## config.mk

```make
export PLATFORM = sky130hd
export DESIGN_NAME = fpro_mcs_bridge_multi
export DESIGN_NICKNAME = d
export VERILOG_FILES = /design/src/rtl/fpro_brg_pkg.sv /design/src/rtl/fpro_brg_decode.sv /design/src/rtl/fpro_mcs_bridge_multi.sv
export SDC_FILE = /design/constraint.sdc
export NUM_CORES = 1
export LEC_CHECK = 0
export ABC_AREA = 0
export CAP_MARGIN = 20
export CORE_MARGIN = 2
export CORE_UTILIZATION = 28
export CTS_BUF_LIST = sky130_fd_sc_hd__clkbuf_8
export DETAILED_ROUTE_END_ITERATION = 10
export GPL_TIMING_DRIVEN = 0
export PLACE_DENSITY = 0.53
export SLEW_MARGIN = 20
export SYNTH_ARGS = -nofsm -noshare
export SYNTH_HDL_FRONTEND = slang
export SYNTH_SLANG_ARGS = --single-unit
export TNS_END_PERCENT = 100
```

## constraint.sdc

```tcl
create_clock -name clk -period 4.3 [get_ports clk]
set_input_delay 0.645 -clock clk [delete_from_list [all_inputs] [get_ports clk]]
set_output_delay 0.645 -clock clk [all_outputs]
set_load 0.05 [all_outputs]
```

## src/rtl/fpro_brg_pkg.sv

```systemverilog
// fpro_brg_pkg -- shared definitions for the multi-slot MCS-to-FPro bridge.
//   brg_state_t  : bridge transaction FSM states
//   DEF_BRG_BASE : default bridge base address (upper byte is decoded)
//   DEF_ERR_DATA : default read data returned when a slave times out
//   slot_index() : extracts the slot number from a MCS byte address
package fpro_brg_pkg;

  typedef enum logic [1:0] {
    IDLE  = 2'd0,
    ISSUE = 2'd1,
    WAIT  = 2'd2,
    RESP  = 2'd3
  } brg_state_t;

  localparam logic [31:0] DEF_BRG_BASE = 32'hc000_0000;
  localparam logic [31:0] DEF_ERR_DATA = 32'hdead_beef;

  // Slot number lives in the top slot_bits bits of io_address[23:0].
  function automatic int unsigned slot_index(input logic [31:0] addr,
                                             input int          slot_bits);
    logic [23:0] low;
    low = addr[23:0] >> (24 - slot_bits);
    return {8'd0, low};
  endfunction

endpackage

```

## src/rtl/fpro_brg_decode.sv

```systemverilog
// fpro_brg_decode -- combinational address decode for the multi-slot bridge.
//   addr      in   MCS byte address
//   in_range  out  addr[31:24] matches BRG_BASE[31:24]
//   slot      out  slot number from addr[23:24-SLOT_BITS]
//   cs        out  one-hot slot select, all zero when out of range
//   word_addr out  word address inside the slot, addr[23-SLOT_BITS:2]
module fpro_brg_decode
  import fpro_brg_pkg::*;
#(
  parameter logic [31:0] BRG_BASE  = DEF_BRG_BASE,
  parameter int          SLOT_BITS = 1,
  localparam int         N_SLOT    = 2**SLOT_BITS
) (
  input  logic [31:0]          addr,
  output logic                 in_range,
  output logic [SLOT_BITS-1:0] slot,
  output logic [N_SLOT-1:0]    cs,
  output logic [21-SLOT_BITS:0] word_addr
);

  always_comb begin
    in_range  = (addr[31:24] == BRG_BASE[31:24]);
    slot      = SLOT_BITS'(slot_index(addr, SLOT_BITS));
    cs        = '0;
    if (in_range) cs[slot] = 1'b1;
    word_addr = addr[23-SLOT_BITS:2];
  end

endmodule

```

## src/rtl/fpro_mcs_bridge_multi.sv

```systemverilog
// fpro_mcs_bridge_multi -- MicroBlaze MCS IO bus to N_SLOT FPro slots with
// per-slot acks, bounded wait and a sticky timeout report.
//
// Ports:
//   clk, reset                 clock, synchronous active-high reset
//   io_addr_strobe             MCS address strobe (not used)
//   io_read_strobe/write_strobe 1-cycle MCS requests (both high = write)
//   io_byte_enable, io_address, io_write_data   MCS request fields
//   io_read_data, io_ready     response; data valid only while io_ready=1
//   fp_cs, fp_wr, fp_rd        one-cycle slot select and direction pulses
//   fp_addr, fp_byte_en, fp_wr_data   request fields latched at acceptance
//   fp_rd_data, fp_ack         per-slot read data and completion
//   err_flag, err_addr, err_clr sticky timeout flag, first failing address
//
// Build option: define BRIDGE_WR_POST_EN to post writes (io_ready during
// ISSUE; a read arriving meanwhile is held and issued after the write ends).
module fpro_mcs_bridge_multi
  import fpro_brg_pkg::*;
#(
  parameter logic [31:0] BRG_BASE  = DEF_BRG_BASE,
  parameter int          SLOT_BITS = 1,
  parameter int          TIMEOUT   = 255,
  parameter logic [31:0] ERR_DATA  = DEF_ERR_DATA,
  localparam int         N_SLOT    = 2**SLOT_BITS
) (
  input  logic                       clk,
  input  logic                       reset,
  input  logic                       io_addr_strobe,
  input  logic                       io_read_strobe,
  input  logic                       io_write_strobe,
  input  logic [3:0]                 io_byte_enable,
  input  logic [31:0]                io_address,
  input  logic [31:0]                io_write_data,
  output logic [31:0]                io_read_data,
  output logic                       io_ready,
  output logic [N_SLOT-1:0]          fp_cs,
  output logic                       fp_wr,
  output logic                       fp_rd,
  output logic [21-SLOT_BITS:0]      fp_addr,
  output logic [3:0]                 fp_byte_en,
  output logic [31:0]                fp_wr_data,
  input  logic [N_SLOT-1:0][31:0]    fp_rd_data,
  input  logic [N_SLOT-1:0]          fp_ack,
  output logic                       err_flag,
  output logic [31:0]                err_addr,
  input  logic                       err_clr
);

  brg_state_t state, state_nxt;

  logic [31:0]          addr_p1;
  logic                 wr_p1;
  logic                 post_p1;
  logic [SLOT_BITS-1:0] slot_p1;
  logic [N_SLOT-1:0]    cs_p1;
  logic [15:0]          tmo_cnt;
  logic [31:0]          rdata_p2;

  logic                 start;
  logic                 start_wr;
  logic [31:0]          start_addr;
  logic [3:0]           start_be;

  logic                 dec_in_range;
  logic [SLOT_BITS-1:0] dec_slot;
  logic [N_SLOT-1:0]    dec_cs;
  logic [21-SLOT_BITS:0] dec_word;

  logic                 ack_sel;
  logic                 tmo_hit;

  logic                 unused;
  assign unused = io_addr_strobe;

`ifdef BRIDGE_WR_POST_EN
  localparam bit WR_POST = 1'b1;

  logic        pend_vld;
  logic [31:0] pend_addr;
  logic [3:0]  pend_be;

  // A held read takes priority; the MCS cannot strobe again until it is served.
  always_comb begin
    start      = pend_vld | io_read_strobe | io_write_strobe;
    start_wr   = !pend_vld && io_write_strobe;
    start_addr = pend_vld ? pend_addr : io_address;
    start_be   = pend_vld ? pend_be : io_byte_enable;
  end

  always_ff @(posedge clk) begin
    if (reset) begin
      pend_vld  <= 1'b0;
      pend_addr <= '0;
      pend_be   <= '0;
    end else if (state == IDLE) begin
      pend_vld  <= 1'b0;
    end else if (post_p1 && io_read_strobe && !pend_vld) begin
      pend_vld  <= 1'b1;
      pend_addr <= io_address;
      pend_be   <= io_byte_enable;
    end
  end
`else
  localparam bit WR_POST = 1'b0;

  always_comb begin
    start      = io_read_strobe | io_write_strobe;
    start_wr   = io_write_strobe;
    start_addr = io_address;
    start_be   = io_byte_enable;
  end
`endif

  fpro_brg_decode #(
    .BRG_BASE  (BRG_BASE),
    .SLOT_BITS (SLOT_BITS)
  ) u_decode (
    .addr      (start_addr),
    .in_range  (dec_in_range),
    .slot      (dec_slot),
    .cs        (dec_cs),
    .word_addr (dec_word)
  );

  // Only the selected slot's ack counts; others are masked by cs_p1.
  assign ack_sel = |(fp_ack & cs_p1);
  assign tmo_hit = (state == WAIT) && !ack_sel && (tmo_cnt == 16'(TIMEOUT));

  always_comb begin
    state_nxt = state;
    case (state)
      IDLE:    if (start) state_nxt = dec_in_range ? ISSUE : RESP;
      ISSUE:   state_nxt = ack_sel ? RESP : WAIT;
      WAIT:    if (ack_sel || tmo_hit) state_nxt = RESP;
      RESP:    state_nxt = IDLE;
      default: state_nxt = IDLE;
    endcase
  end

  // A posted write answers the MCS during ISSUE and stays silent in RESP.
  always_comb begin
    fp_cs        = (state == ISSUE) ? cs_p1 : '0;
    fp_wr        = (state == ISSUE) && wr_p1;
    fp_rd        = (state == ISSUE) && !wr_p1;
    io_ready     = ((state == RESP) && !post_p1) || ((state == ISSUE) && post_p1);
    io_read_data = io_ready ? rdata_p2 : '0;
  end

  always_ff @(posedge clk) begin
    if (reset) begin
      state      <= IDLE;
      addr_p1    <= '0;
      wr_p1      <= 1'b0;
      post_p1    <= 1'b0;
      slot_p1    <= '0;
      cs_p1      <= '0;
      tmo_cnt    <= '0;
      rdata_p2   <= '0;
      fp_addr    <= '0;
      fp_byte_en <= '0;
      fp_wr_data <= '0;
      err_flag   <= 1'b0;
      err_addr   <= '0;
    end else begin
      state <= state_nxt;

      // Stage p1: request accepted in IDLE, driven to the slot in ISSUE
      if (state == IDLE && start) begin
        addr_p1    <= start_addr;
        wr_p1      <= start_wr;
        post_p1    <= WR_POST && start_wr && dec_in_range;
        slot_p1    <= dec_slot;
        cs_p1      <= dec_cs;
        fp_addr    <= dec_word;
        fp_byte_en <= start_be;
        fp_wr_data <= io_write_data;
        rdata_p2   <= '0;
      end

      // tmo_cnt holds the number of WAIT cycles elapsed since ISSUE
      if (state == ISSUE)     tmo_cnt <= 16'd1;
      else if (state == WAIT) tmo_cnt <= tmo_cnt + 16'd1;

      // Stage p2: response captured on ack or timeout, presented in RESP
      if ((state == ISSUE || state == WAIT) && ack_sel && !wr_p1)
        rdata_p2 <= fp_rd_data[slot_p1];
      else if (tmo_hit)
        rdata_p2 <= ERR_DATA;

      // A new timeout beats a simultaneous clear.
      if (tmo_hit && (!err_flag || err_clr)) begin
        err_flag <= 1'b1;
        err_addr <= addr_p1;
      end else if (err_clr) begin
        err_flag <= 1'b0;
        err_addr <= '0;
      end
    end
  end

endmodule

```

==> implementation parameters, run 1 <==
Parameter                              Value

Status
  Result of the run ... finished clean

Placed design
  HPWL reported at the end of detailed placement ... 17,500 um
  Number of input and output port buffers inserted ... 264
  Final Wtd Congestion ... between 0.7 and 0.8
  Cells after DPL ... 1,398

STA
  Share of the cycle needed by the critical path after routing ... 0.746
  Final total negative setup slack ... 0 ps
  Number of failing setup endpoints in the final timing report ... 0
  Fin Clk Skew ... 17.3 ps
  Pin slew with the least headroom to its limit ... ~750 ps
  Setup repair after global routing missed its margin ... false
  Fin crit period ... around 3200 ps
  Fmax ... a little over 300 MHz
  Tightest slew margin relative to the limit ... 0.501
  Final hold vios ... 0
  Tightest hold margin ... 457 ps
  Number of max-slew violations in the final report ... 0

Setup path
  Arrival time worst endpoint ... ~2600 ps
  End point of the critical path ... io_read_data[17]
  Required time at the endpoint of the critical path ... between 3000 and 4000 ps
  Critical Setup Path Class ... flop to primary output
  R2r endpoint ... fp_addr[17]$_SDFFE_PP0P_
  Startpoint of the worst-slack reg-to-reg timing path ... state[0]$_SDFFE_PP0P_
  CP startpoint kind ... flop
  Worst reg-to-reg setup slack ... 1820 ps
  R2r worst-path depth ... 8
  Critical Path Sink Type ... primary output
  Beginning of the critical path ... state[1]$_SDFFE_PP0P_
  Largest fanout of any net on the critical path ... 10

Die
  Site row count ... 57
  I/O pins ... 267
  Die W ... approximately 160 um
  CORE AREA ... 24,100 sq um
  Die H ... 160 um
  Total Die Area ... 25,700 sq um
  Initial core utilization ... 0.283

Clock tree
  TritonCTS clock tree ... yes
  Hold buffers post-CTS ... 0
  Depth of the CTS H-tree ... 4
  Count of cells resized by post-cts repair ... 0
  Clk Latency, worst-skew pair ... around 460 ps
  TritonCTS Sinks ... 154
  Clock transition at the registers of the reported paths ... 80 ps
  Number of buffers created by CTS ... 17
  Cell at the root of the clock tree ... sky130_fd_sc_hd__clkbuf_8
  Maximum clock path buffer count ... 2
  Total setup buffers inserted after CTS ... 0

Global route
  Pin count of the biggest net entering global routing ... 17
  GR Util All Layers ... 0.177
  Grt total ovfl ... 0
  Vias in the first global route ... ~6,400
  Antenna violations before repair ... 0
  First-pass GRT wire length ... 35,600 um

Synthesis
  Number of warning messages in the yosys log ... 0
  Number of distinct standard cells referenced by the synthesized netlist ... 47
  Syn nets ... 955
  Most area-hungry cell type in the Yosys netlist ... sky130_fd_sc_hd__dfxtp_1
  Gate Count Post-Synth ... 810
  Sequential area share after synthesis ... 0.451
  Parity-gate share of the synthesized area counting xor and xnor cells ... 0.0128
  Cell types with the largest area share after synthesis ... sky130_fd_sc_hd__dfxtp_1 45%, sky130_fd_sc_hd__nand2_1 9.8%, sky130_fd_sc_hd__a21oi_1 7.5%, sky130_fd_sc_hd__mux2i_1 5.0%, sky130_fd_sc_hd__or3b_2 4.1%
  Multiplexer share of the synthesized area ... 0.0498
  Simple-gate share of the synthesized area ... 0.244
  Complex-gate fraction of the synthesized area ... 0.157
  Async set or reset register ratio after synthesis ... 0
  Main synth FF type ... sky130_fd_sc_hd__dfxtp_1
  Post-Synth Adder-Cell Area ... 0.00916
  Portion of synthesized cell area occupied by the leading cell type ... 0.451
  Main combinational cell family by area after synthesis ... simple AND/OR/NAND/NOR gates
  Post-synth EDFFs ... 0
  Synthesized cell area ... 6830 sq um
  FF+latch count, synth ... 154
  Syn avg cell area ... 8.44 sq um

Pwr
  Overall Power ... 4.70 mW
  Worst IR Drop VDD ... 219 uV
  Power Dens Cells ... 457 nW/um^2
  Leakage power summed over all cells ... roughly 3.6 nW

Route
  Pre-Repair DR Iteration Count ... 4
  Starting DRT DRC Count ... 339
  Detail-routed net length per standard cell ... 16.1 um
  Post-route ant nets ... 0
  Post-route DRC ... 0
  Routed vias ... 6,489
  Average vias per placed instance ... around 4.5
  DRT Wirelength ... 22,900 um

Worst hold path
  Path class of the lowest-slack min-delay path ... flop to flop

Cells and area
  Most common cell after layout, fill and taps aside ... sky130_fd_sc_hd__clkdlybuf4s50_1
  Number of cells in the finished layout apart from fillers ... ~1,400
  Number of nets at the end of the flow ... 1,238
  Antenna fix cells ... 0
  Fraction of layout instances using a drive strength above 1 ... 0.122
  Layout-stage area growth over the synthesis result ... 50.8%
  Most frequent cells in the layout ... 264 x sky130_fd_sc_hd__clkdlybuf4s50_1, 179 x sky130_fd_sc_hd__nand2_1, 154 x sky130_fd_sc_hd__dfxtp_1

Flow run
  Max-cap viol count ... 0
==> where the power goes <==
| part | switching (mW) | internal (mW) | total [mW] |
|---|---|---|---|
| clock | 0.583 | 0.609 | 1.19 |
| combinational | 1.17 | 0.633 | 1.80 |
| sequential | 0.110 | 1.60 | 1.71 |
| total | 1.86 | 2.84 | 4.70 |
==> per-layer routing <==
layer  wire (um)  part of all wire  global-route usage
met4         248             0.011              0.0389
met1       10600              0.46               0.227
met3        1180             0.052              0.0543
met5           0                 0                   0
met2       10900              0.47               0.293
==> kinds of logic after synthesis <==
kind of cell,Yosys count
fa+ha+maj,5
compound gates,176
xor+xnor,10
simple gates,342
flops,154
mux,34
buf+inv,89
==> stage by stage <==
| step | utilization | worst slack, ps | cell area, sq um |
|---|---|---|---|
| final | 0.427 | 1090 | 10300 |
| after global routing | 0.427 | 922 | 10300 |
| after CTS | 0.427 | 1020 | 10300 |
| after detailed placement | 0.410 | 1340 | 9880 |
| after global placement | 0.410 | 1360 | 9880 |
| after floorplan | - | 2060 | 6830 |
==> critical path: stages (launching register included) <==
cell and delay, ps:
sky130_fd_sc_hd__dfxtp_1 400, sky130_fd_sc_hd__ha_1 320, sky130_fd_sc_hd__clkbuf_1 370, sky130_fd_sc_hd__and2_1 190, sky130_fd_sc_hd__clkdlybuf4s50_1 840
==> synth_stat cells, types with 2 or more instances <==
library cell / number
sky130_fd_sc_hd__nor3_1: 3
sky130_fd_sc_hd__o21ai_0: 5
sky130_fd_sc_hd__nand2_1: 179
sky130_fd_sc_hd__a22oi_1: 3
sky130_fd_sc_hd__nor2_1: 60
sky130_fd_sc_hd__a21oi_2: 30
sky130_fd_sc_hd__inv_1: 2
sky130_fd_sc_hd__buf_12: 3
sky130_fd_sc_hd__a41oi_1: 8
sky130_fd_sc_hd__or3_1: 5
sky130_fd_sc_hd__ha_1: 5
sky130_fd_sc_hd__buf_4: 22
sky130_fd_sc_hd__a31oi_1: 24
sky130_fd_sc_hd__or3b_2: 32
sky130_fd_sc_hd__nand3_1: 6
sky130_fd_sc_hd__or2_2: 2
sky130_fd_sc_hd__buf_1: 2
sky130_fd_sc_hd__mux2i_1: 34
sky130_fd_sc_hd__xor2_1: 9
sky130_fd_sc_hd__buf_2: 4
sky130_fd_sc_hd__nor2b_1: 2
sky130_fd_sc_hd__buf_6: 3
sky130_fd_sc_hd__clkbuf_1: 49
sky130_fd_sc_hd__nand4_1: 5
sky130_fd_sc_hd__dfxtp_1: 154
sky130_fd_sc_hd__a21oi_1: 102
sky130_fd_sc_hd__and2_1: 37
==> final cells by class <==
class                      instances  area (sq um)
buffer                            87           510
clock buffer                      19           262
clock inverter                    12           163
fill                            2570         13800
inverter                           2          7.51
multi-input combinational        567          3230
sequential                       154          3080
tap                              324           405
timing repair buffer             264          2640
==> registers in the layout, indices dropped and copies added, names as in the netlist <==
name,count
err_flag,1
tmo_cnt,16
fp_addr,20
fp_byte_en,4
addr_p1,12
err_addr,32
rdata_p2,32
state,2
cs_p1,2
fp_wr_data,32
wr_p1,1
==> how the worst min path moves through the flow <==
stage                                            from                     endpoint  slack (ps)  depth (start not counted)
after detailed placement     addr_p1[31]$_SDFFE_PP0P_     addr_p1[31]$_SDFFE_PP0P_         450                          2
after global placement    fp_wr_data[24]$_SDFFE_PP0P_  fp_wr_data[24]$_SDFFE_PP0P_         440                          2
after CTS                  fp_wr_data[8]$_SDFFE_PP0P_   fp_wr_data[8]$_SDFFE_PP0P_         460                          2
final                     fp_wr_data[21]$_SDFFE_PP0P_  fp_wr_data[21]$_SDFFE_PP0P_         460                          2
after floorplan               addr_p1[0]$_SDFFE_PP0P_      addr_p1[0]$_SDFFE_PP0P_         440                          2
after global routing      fp_wr_data[25]$_SDFFE_PP0P_  fp_wr_data[25]$_SDFFE_PP0P_         480                          2
No activity file was read; power rests on OpenSTA's default activity.
==> run 2: changes to the inputs <==
--- a/config.mk
+++ b/config.mk
@@ -12,7 +12,7 @@
 export CTS_BUF_LIST = sky130_fd_sc_hd__clkbuf_8
 export DETAILED_ROUTE_END_ITERATION = 10
 export GPL_TIMING_DRIVEN = 0
-export PLACE_DENSITY = 0.53
+export PLACE_DENSITY = 0.55
 export SLEW_MARGIN = 20
 export SYNTH_ARGS = -nofsm -noshare
 export SYNTH_HDL_FRONTEND = slang
==> constraint.sdc (replaced) <==
create_clock -name clk -period 2.9 [get_ports clk]
set_input_delay 0.435 -clock clk [delete_from_list [all_inputs] [get_ports clk]]
set_output_delay 0.435 -clock clk [all_outputs]
set_load 0.05 [all_outputs]
==> implementation parameters, run 2 (same netlist as run 1, synthesis figures left out) <==
Parameter                              Value

Pwr
  Worst IR Drop VDD ... 346 uV (+58%)
  Leakage power summed over all cells ... 3.69 nW (+3.1%)
  Power Dens Cells ... 673 nW/um^2 (+48%)
  Overall Power ... 6.90 mW (+47%)

Worst hold path
  Path class of the lowest-slack min-delay path ... flop to flop
  WHS Endpoint ... fp_byte_en[1]$_SDFFE_PP0P_
  Worst hold stages ... 2 (unchanged)
  Worst Hold Launch ... fp_byte_en[1]$_SDFFE_PP0P_

Route
  Post-route ant nets ... 0 (unchanged)
  Pre-Repair DR Iteration Count ... 7 (+3)
  Average vias per placed instance ... 4.51 (-0.76%)
  Routed vias ... 6,440 (-0.76%)
  Detail-routed net length per standard cell ... 16.1 um (+0.34%)
  Post-route DRC ... 0 (unchanged)
  DRT Wirelength ... 23,000 um (+0.34%)
  Starting DRT DRC Count ... 260 (-23%)

Cells and area
  Number of cells in the finished layout apart from fillers ... 1,429 (unchanged)
  Most frequent cells in the layout ... 234 x sky130_fd_sc_hd__clkdlybuf4s50_1, 179 x sky130_fd_sc_hd__nand2_1, 154 x sky130_fd_sc_hd__dfxtp_1
  Most common cell after layout, fill and taps aside ... sky130_fd_sc_hd__clkdlybuf4s50_1
  Number of nets at the end of the flow ... 1,238 (unchanged)
  Antenna fix cells ... 0 (unchanged)
  Layout-stage area growth over the synthesis result ... 49.9%
  Fraction of layout instances using a drive strength above 1 ... 0.122 (unchanged)
  Count of filler cells inserted in the layout ... 2,543 (-1.1%)
  Post-route cell area ... 10,200 sq um (-0.63%)
  Registers with the most flip-flops ... err_addr (32), fp_wr_data (32), rdata_p2 (32)

Clock tree
  Clock transition at the registers of the reported paths ... 90 ps (about the same)
  Count of cells resized by post-cts repair ... 30 (+30)
  TritonCTS Sinks ... 154 (unchanged)
  Number of buffers created by CTS ... 17 (unchanged)
  Clk Latency, worst-skew pair ... 450 ps (about the same)
  Total setup buffers inserted after CTS ... 0 (unchanged)
  Depth of the CTS H-tree ... 4 (unchanged)
  Maximum clock path buffer count ... 2 (unchanged)
  Cell at the root of the clock tree ... sky130_fd_sc_hd__clkbuf_8
  Hold buffers post-CTS ... 0 (unchanged)
  TritonCTS clock tree ... yes

Die
  CORE AREA ... 24,100 sq um (unchanged)
  I/O pins ... 267 (unchanged)
  Total Die Area ... 25,700 sq um (unchanged)
  Site row count ... 57 (unchanged)
  Die W ... 160 um (unchanged)
  Initial core utilization ... 0.283 (unchanged)
  Die H ... 160 um (unchanged)

Setup path
  Required time at the endpoint of the critical path ... 2470 ps (-1180 ps)
  Beginning of the critical path ... state[1]$_SDFFE_PP0P_
  Crit-path cells ... ha_1, clkbuf_1, and2_1, dlygate4sd2_1
  R2r endpoint ... addr_p1[26]$_SDFFE_PP0P_
  Slowest Stage Delay on Critical Path ... 570 ps (-270 ps)
  CP startpoint kind ... flop
  Critical Path Sink Type ... primary output
  Critical Setup Path Class ... flop to primary output
  Largest fanout of any net on the critical path ... 10 (unchanged)
  Startpoint of the worst-slack reg-to-reg timing path ... state[0]$_SDFFE_PP0P_
  Arrival time worst endpoint ... 2290 ps (-270 ps)
  Highest-delay cell along the critical path ... sky130_fd_sc_hd__dlygate4sd2_1
  Worst reg-to-reg setup slack ... 410 ps (-1410 ps)
  R2r worst-path depth ... 9 (+1)

Global route
  Antenna violations before repair ... 0 (unchanged)
  Pin count of the biggest net entering global routing ... 17 (unchanged)
  Vias in the first global route ... 6,404 (+0.20%)
  First-pass GRT wire length ... 36,200 um (+1.9%)
  Grt total ovfl ... 0 (unchanged)
  GR Util All Layers ... 0.180 (+0.00345)

Placed design
  HPWL reported at the end of detailed placement ... 17,100 um (-2.0%)
  Final Wtd Congestion ... 0.752 (+0.33%)
  Cells after DPL ... 1,398 (unchanged)
  Placed cell area ... 9880 sq um (unchanged)
  Number of input and output port buffers inserted ... 264 (unchanged)

STA
  Number of failing setup endpoints in the final timing report ... 0 (unchanged)
  Fmax ... 367 MHz
  Number of max-slew violations in the final report ... 0 (unchanged)
  Final hold vios ... 0 (unchanged)
  Tightest slew margin relative to the limit ... 0.491 (-0.00976)
  Fin crit period ... 2730 ps
  Fin Clk Skew ... 16.0 ps (-1.35 ps)
  Share of the cycle needed by the critical path after routing ... 0.941
  Setup repair after global routing missed its margin ... false
  Final total negative setup slack ... 0 ps (unchanged)
  Pin slew with the least headroom to its limit ... 763 ps (+14.6 ps)
  Tightest hold margin ... 457 ps (+0.167 ps)

Status
  Result of the run ... finished clean

Flow run
  Max-cap viol count ... 0 (unchanged)
==> run 2: cell types whose count changed in the layout (fill, tap and decap cells not counted), sizes merged <==
cell | previous run | this run
clkdlybuf4s50 | 265 | 235
inv | 5 | 6
clkinv | 4 | 1
clkdlybuf4s15 | 0 | 3
bufinv | 3 | 2
clkbuf | 69 | 68
dlygate4sd2 | 0 | 27
clkinvlp | 2 | 6
==> run 2: stage by stage <==
stage	utilization	worst slack [ps]
finish	0.425	172
global route	0.425	3.06
detailed placement	0.410	59.2
floorplan	-	868
global placement	0.410	133
CTS	0.425	74.4
==> run 2: worst max-delay path by stage <==
stage	to	slack, ps	cells after the start
after floorplan	io_read_data[10]	870	3
after global placement	fp_addr[0]$_SDFFE_PP0P_	130	6
after detailed placement	fp_addr[5]$_SDFFE_PP0P_	60	6
after CTS	io_read_data[29]	70	4
after global routing	io_read_data[20]	3	4
final	io_read_data[29]	170	4
==> run 2: layout make-up <==
class	count	area, sq um	area share
Multi-Input combinational cell	567	3230	0.316
Sequential cell	154	3080	0.301
Timing Repair Buffer	264	2610	0.255
Buffer	87	512	0.0500
Tap cell	324	405	0.0396
Clock buffer	18	248	0.0242
Clock inverter	13	144	0.0141
Inverter	2	7.51	0.000733
==> run 2: critical path, delay by kind of cell, from the launching register on <==
family / cells / cell delay, ps
adders and majority gates: 1 / 340
buffers and inverters: 2 / 910
DFF: 1 / 410
and+or+nand+nor: 1 / 190
==> run 2: power breakdown <==
part,total [mW],leakage [nW],switching [mW],internal [mW]
combinational,2.70,2.26,1.76,0.940
clock,1.66,0.182,0.873,0.788
sequential,2.54,1.25,0.166,2.37
total,6.90,3.69,2.80,4.10
==> run 2: layer usage <==
layer,track usage,part of all wire,up-vias
li1,-,-,3273
met1,0.235,0.46,3004
met2,0.296,0.47,156
met3,0.0561,0.064,7
met4,0.0344,0.0045,0
met5,0,0,-
==> run 3: changes to the inputs <==
--- a/config.mk
+++ b/config.mk
@@ -7,6 +7,7 @@
 export LEC_CHECK = 0
 export ABC_AREA = 0
 export CAP_MARGIN = 20
+export CORE_ASPECT_RATIO = 0.8
 export CORE_MARGIN = 2
 export CORE_UTILIZATION = 28
 export CTS_BUF_LIST = sky130_fd_sc_hd__clkbuf_8
==> implementation parameters, run 3 (same netlist as run 1, synthesis figures left out) <==
Parameter                              Value

Die
  Total Die Area ... 25,700 sq um (about the same)
  Initial core utilization ... 0.283 (-0.000924)
  Die W ... 179 um (+12%)
  Site row count ... 51 (-11%)
  I/O pins ... 267 (unchanged)
  Die H ... 144 um (-10%)
  CORE AREA ... 24,200 sq um (+0.33%)

Route
  Detail-routed net length per standard cell ... 16.1 um (-0.28%)
  Post-route DRC ... 0 (unchanged)
  Pre-Repair DR Iteration Count ... 6 (-1)
  DRT Wirelength ... 22,900 um (-0.70%)
  Average vias per placed instance ... 4.52 (+0.27%)
  Starting DRT DRC Count ... 305 (+17%)
  Post-route ant nets ... 0 (unchanged)
  Routed vias ... 6,430 (-0.16%)

Setup path
  Largest fanout of any net on the critical path ... 10 (unchanged)
  Critical Path Sink Type ... primary output
  Dominant delay contributor by cell family on the critical path ... buffers and inverters
  Highest-delay cell along the critical path ... sky130_fd_sc_hd__dlygate4sd2_1
  Critical Setup Path Class ... flop to primary output
  Bufs and invs on worst path ... 2 (unchanged)
  CP startpoint kind ... flop
  Required time at the endpoint of the critical path ... 2470 ps (about the same)
  Slowest Stage Delay on Critical Path ... 570 ps (about the same)
  Arrival time worst endpoint ... 2260 ps (-30 ps)
  Startpoint of the worst-slack reg-to-reg timing path ... state[0]$_SDFFE_PP0P_
  Crit-path cells ... ha_1, clkbuf_1, and2_1, dlygate4sd2_1
  Beginning of the critical path ... state[1]$_SDFFE_PP0P_

Cells and area
  Layout-stage area growth over the synthesis result ... 50.0% (about the same)
  Most frequent cells in the layout ... 234 x sky130_fd_sc_hd__clkdlybuf4s50_1, 179 x sky130_fd_sc_hd__nand2_1, 154 x sky130_fd_sc_hd__dfxtp_1
  Registers with the most flip-flops ... err_addr (32), fp_wr_data (32), rdata_p2 (32)
  Antenna fix cells ... 0 (unchanged)
  Post-route cell area ... 10,200 sq um (about the same)
  Number of nets at the end of the flow ... 1,238 (unchanged)
  Count of filler cells inserted in the layout ... 2,436 (-4.2%)
  Most common cell after layout, fill and taps aside ... sky130_fd_sc_hd__clkdlybuf4s50_1
  Total area of multi-input combinational cells ... 3230 sq um (unchanged)
  Sequential cell area in the final layout ... 3080 sq um (unchanged)
  Fraction of layout instances using a drive strength above 1 ... 0.121 (-0.000905)

STA
  Share of the cycle needed by the critical path after routing ... 0.931 (-0.0102)
  Setup repair after global routing missed its margin ... false
  Tightest slew margin relative to the limit ... 0.482 (-0.00945)
  Final hold vios ... 0 (unchanged)
  Number of max-slew violations in the final report ... 0 (unchanged)
  Tightest hold margin ... 456 ps (-0.551 ps)
  Final total negative setup slack ... 0 ps (unchanged)
  Number of failing setup endpoints in the final timing report ... 0 (unchanged)
  Fin crit period ... 2700 ps (-29.6 ps)
  Fmax ... 371 MHz (+1.1%)
  Pin slew with the least headroom to its limit ... 777 ps (+14.2 ps)
  Fin Clk Skew ... 20.4 ps (+4.39 ps)

Global route
  Vias in the first global route ... 6,059 (-5.4%)
  Grt total ovfl ... 0 (unchanged)
  GR Util All Layers ... 0.174 (-0.00602)
  First-pass GRT wire length ... 34,200 um (-5.6%)
  Pin count of the biggest net entering global routing ... 17 (unchanged)
  Antenna violations before repair ... 0 (unchanged)

Flow run
  Max-cap viol count ... 0 (unchanged)

Placed design
  Final Wtd Congestion ... 0.753 (+0.12%)
  Number of input and output port buffers inserted ... 264 (unchanged)
  Placed cell area ... 9870 sq um (about the same)
  HPWL reported at the end of detailed placement ... 17,300 um (+0.86%)

Pwr
  Psw ... 2.77 mW (-0.84%)
  Internal power of the cells ... 4.19 mW (+2.3%)
  Reg power frac ... 0.364 (-0.004)
  Share of power burned in the clock network ... 0.252 (+0.011)
  Net switching share of the total power ... 0.398 (-0.00740)
  Worst IR Drop VDD ... 384 uV (+11%)
  Overall Power ... 6.96 mW (+1.0%)
  Combinational share of power ... 0.384 (-0.007)
  Power Dens Cells ... 680 nW/um^2 (+0.90%)
  Leakage power summed over all cells ... 3.73 nW (+1.1%)

Clock tree
  Number of buffers created by CTS ... 17 (unchanged)
  Depth of the CTS H-tree ... 4 (unchanged)
  Clock transition at the registers of the reported paths ... 80 ps (about the same)
  TritonCTS Sinks ... 154 (unchanged)
  Cell at the root of the clock tree ... sky130_fd_sc_hd__clkbuf_8
  Clk Latency, worst-skew pair ... 450 ps (about the same)
  Maximum clock path buffer count ... 2 (unchanged)
  TritonCTS clock tree ... yes

Worst hold path
  Path class of the lowest-slack min-delay path ... flop to flop
  Worst Hold Launch ... fp_wr_data[9]$_SDFFE_PP0P_

Status
  Result of the run ... finished clean
run 3: metrics by stage:
step	setup WS, ps	std cells	util
after global placement	291	1392	0.408
final	201	1423	0.424
after detailed placement	261	1392	0.408
after CTS	150	1423	0.424
after floorplan	868	810	-
after global routing	32.3	1423	0.424
run 3: tightest hold or removal path, stage by stage (launching register included):
cell and delay [ps]:
sky130_fd_sc_hd__dfxtp_1 320, sky130_fd_sc_hd__nand2_1 50, sky130_fd_sc_hd__a21oi_1 50
run 3: layout make-up:
| type | count | share of cell area |
|---|---|---|
| Buffer | 87 | 0.0498 |
| Clock buffer | 18 | 0.0242 |
| Clock inverter | 13 | 0.0162 |
| Inverter | 2 | 0.000732 |
| Multi-Input combinational cell | 567 | 0.315 |
| Sequential cell | 154 | 0.301 |
| Tap cell | 318 | 0.0388 |
| Timing Repair Buffer | 264 | 0.254 |
run 3: worst paths after layout:
kind                            cells after the start                         end  slack (ps)
worst min-delay path                                2  fp_wr_data[9]$_SDFFE_PP0P_         460
worst max-delay path                                4             io_read_data[8]         200
worst min register to register                      2  fp_wr_data[9]$_SDFFE_PP0P_         460
worst max register to register                      9    addr_p1[27]$_SDFFE_PP0P_         400
run 3: per-layer routing:
| metal | vias up | global-route usage | part of all wire |
|---|---|---|---|
| li1 | 3272 | - | - |
| met1 | 2971 | 0.235 | 0.46 |
| met2 | 169 | 0.263 | 0.44 |
| met5 | - | 0 | 0 |
| met4 | 0 | 0.0475 | 0.012 |
| met3 | 18 | 0.0614 | 0.080 |
run 3: timing repair:
| action | CTS | global route |
|---|---|---|
| endpoints found under the setup margin | 30 | 0 |
| setup buffers | 0 | 0 |
| hold buffers | 0 | 0 |
| resized for setup | 30 | 0 |
| endpoints found under the hold margin | 0 | 0 |
run 3: power by group through the flow:
stage | clock (mW) | sequential, mW | combinational, mW
finish | 1.76 | 2.54 | 2.67
global route | 1.87 | 2.58 | 2.89
CTS | 1.80 | 2.54 | 2.71
detailed placement | 0 | 2.58 | 2.70
global placement | 0 | 2.58 | 2.70
floorplan | 0 | 2.97 | 1.31
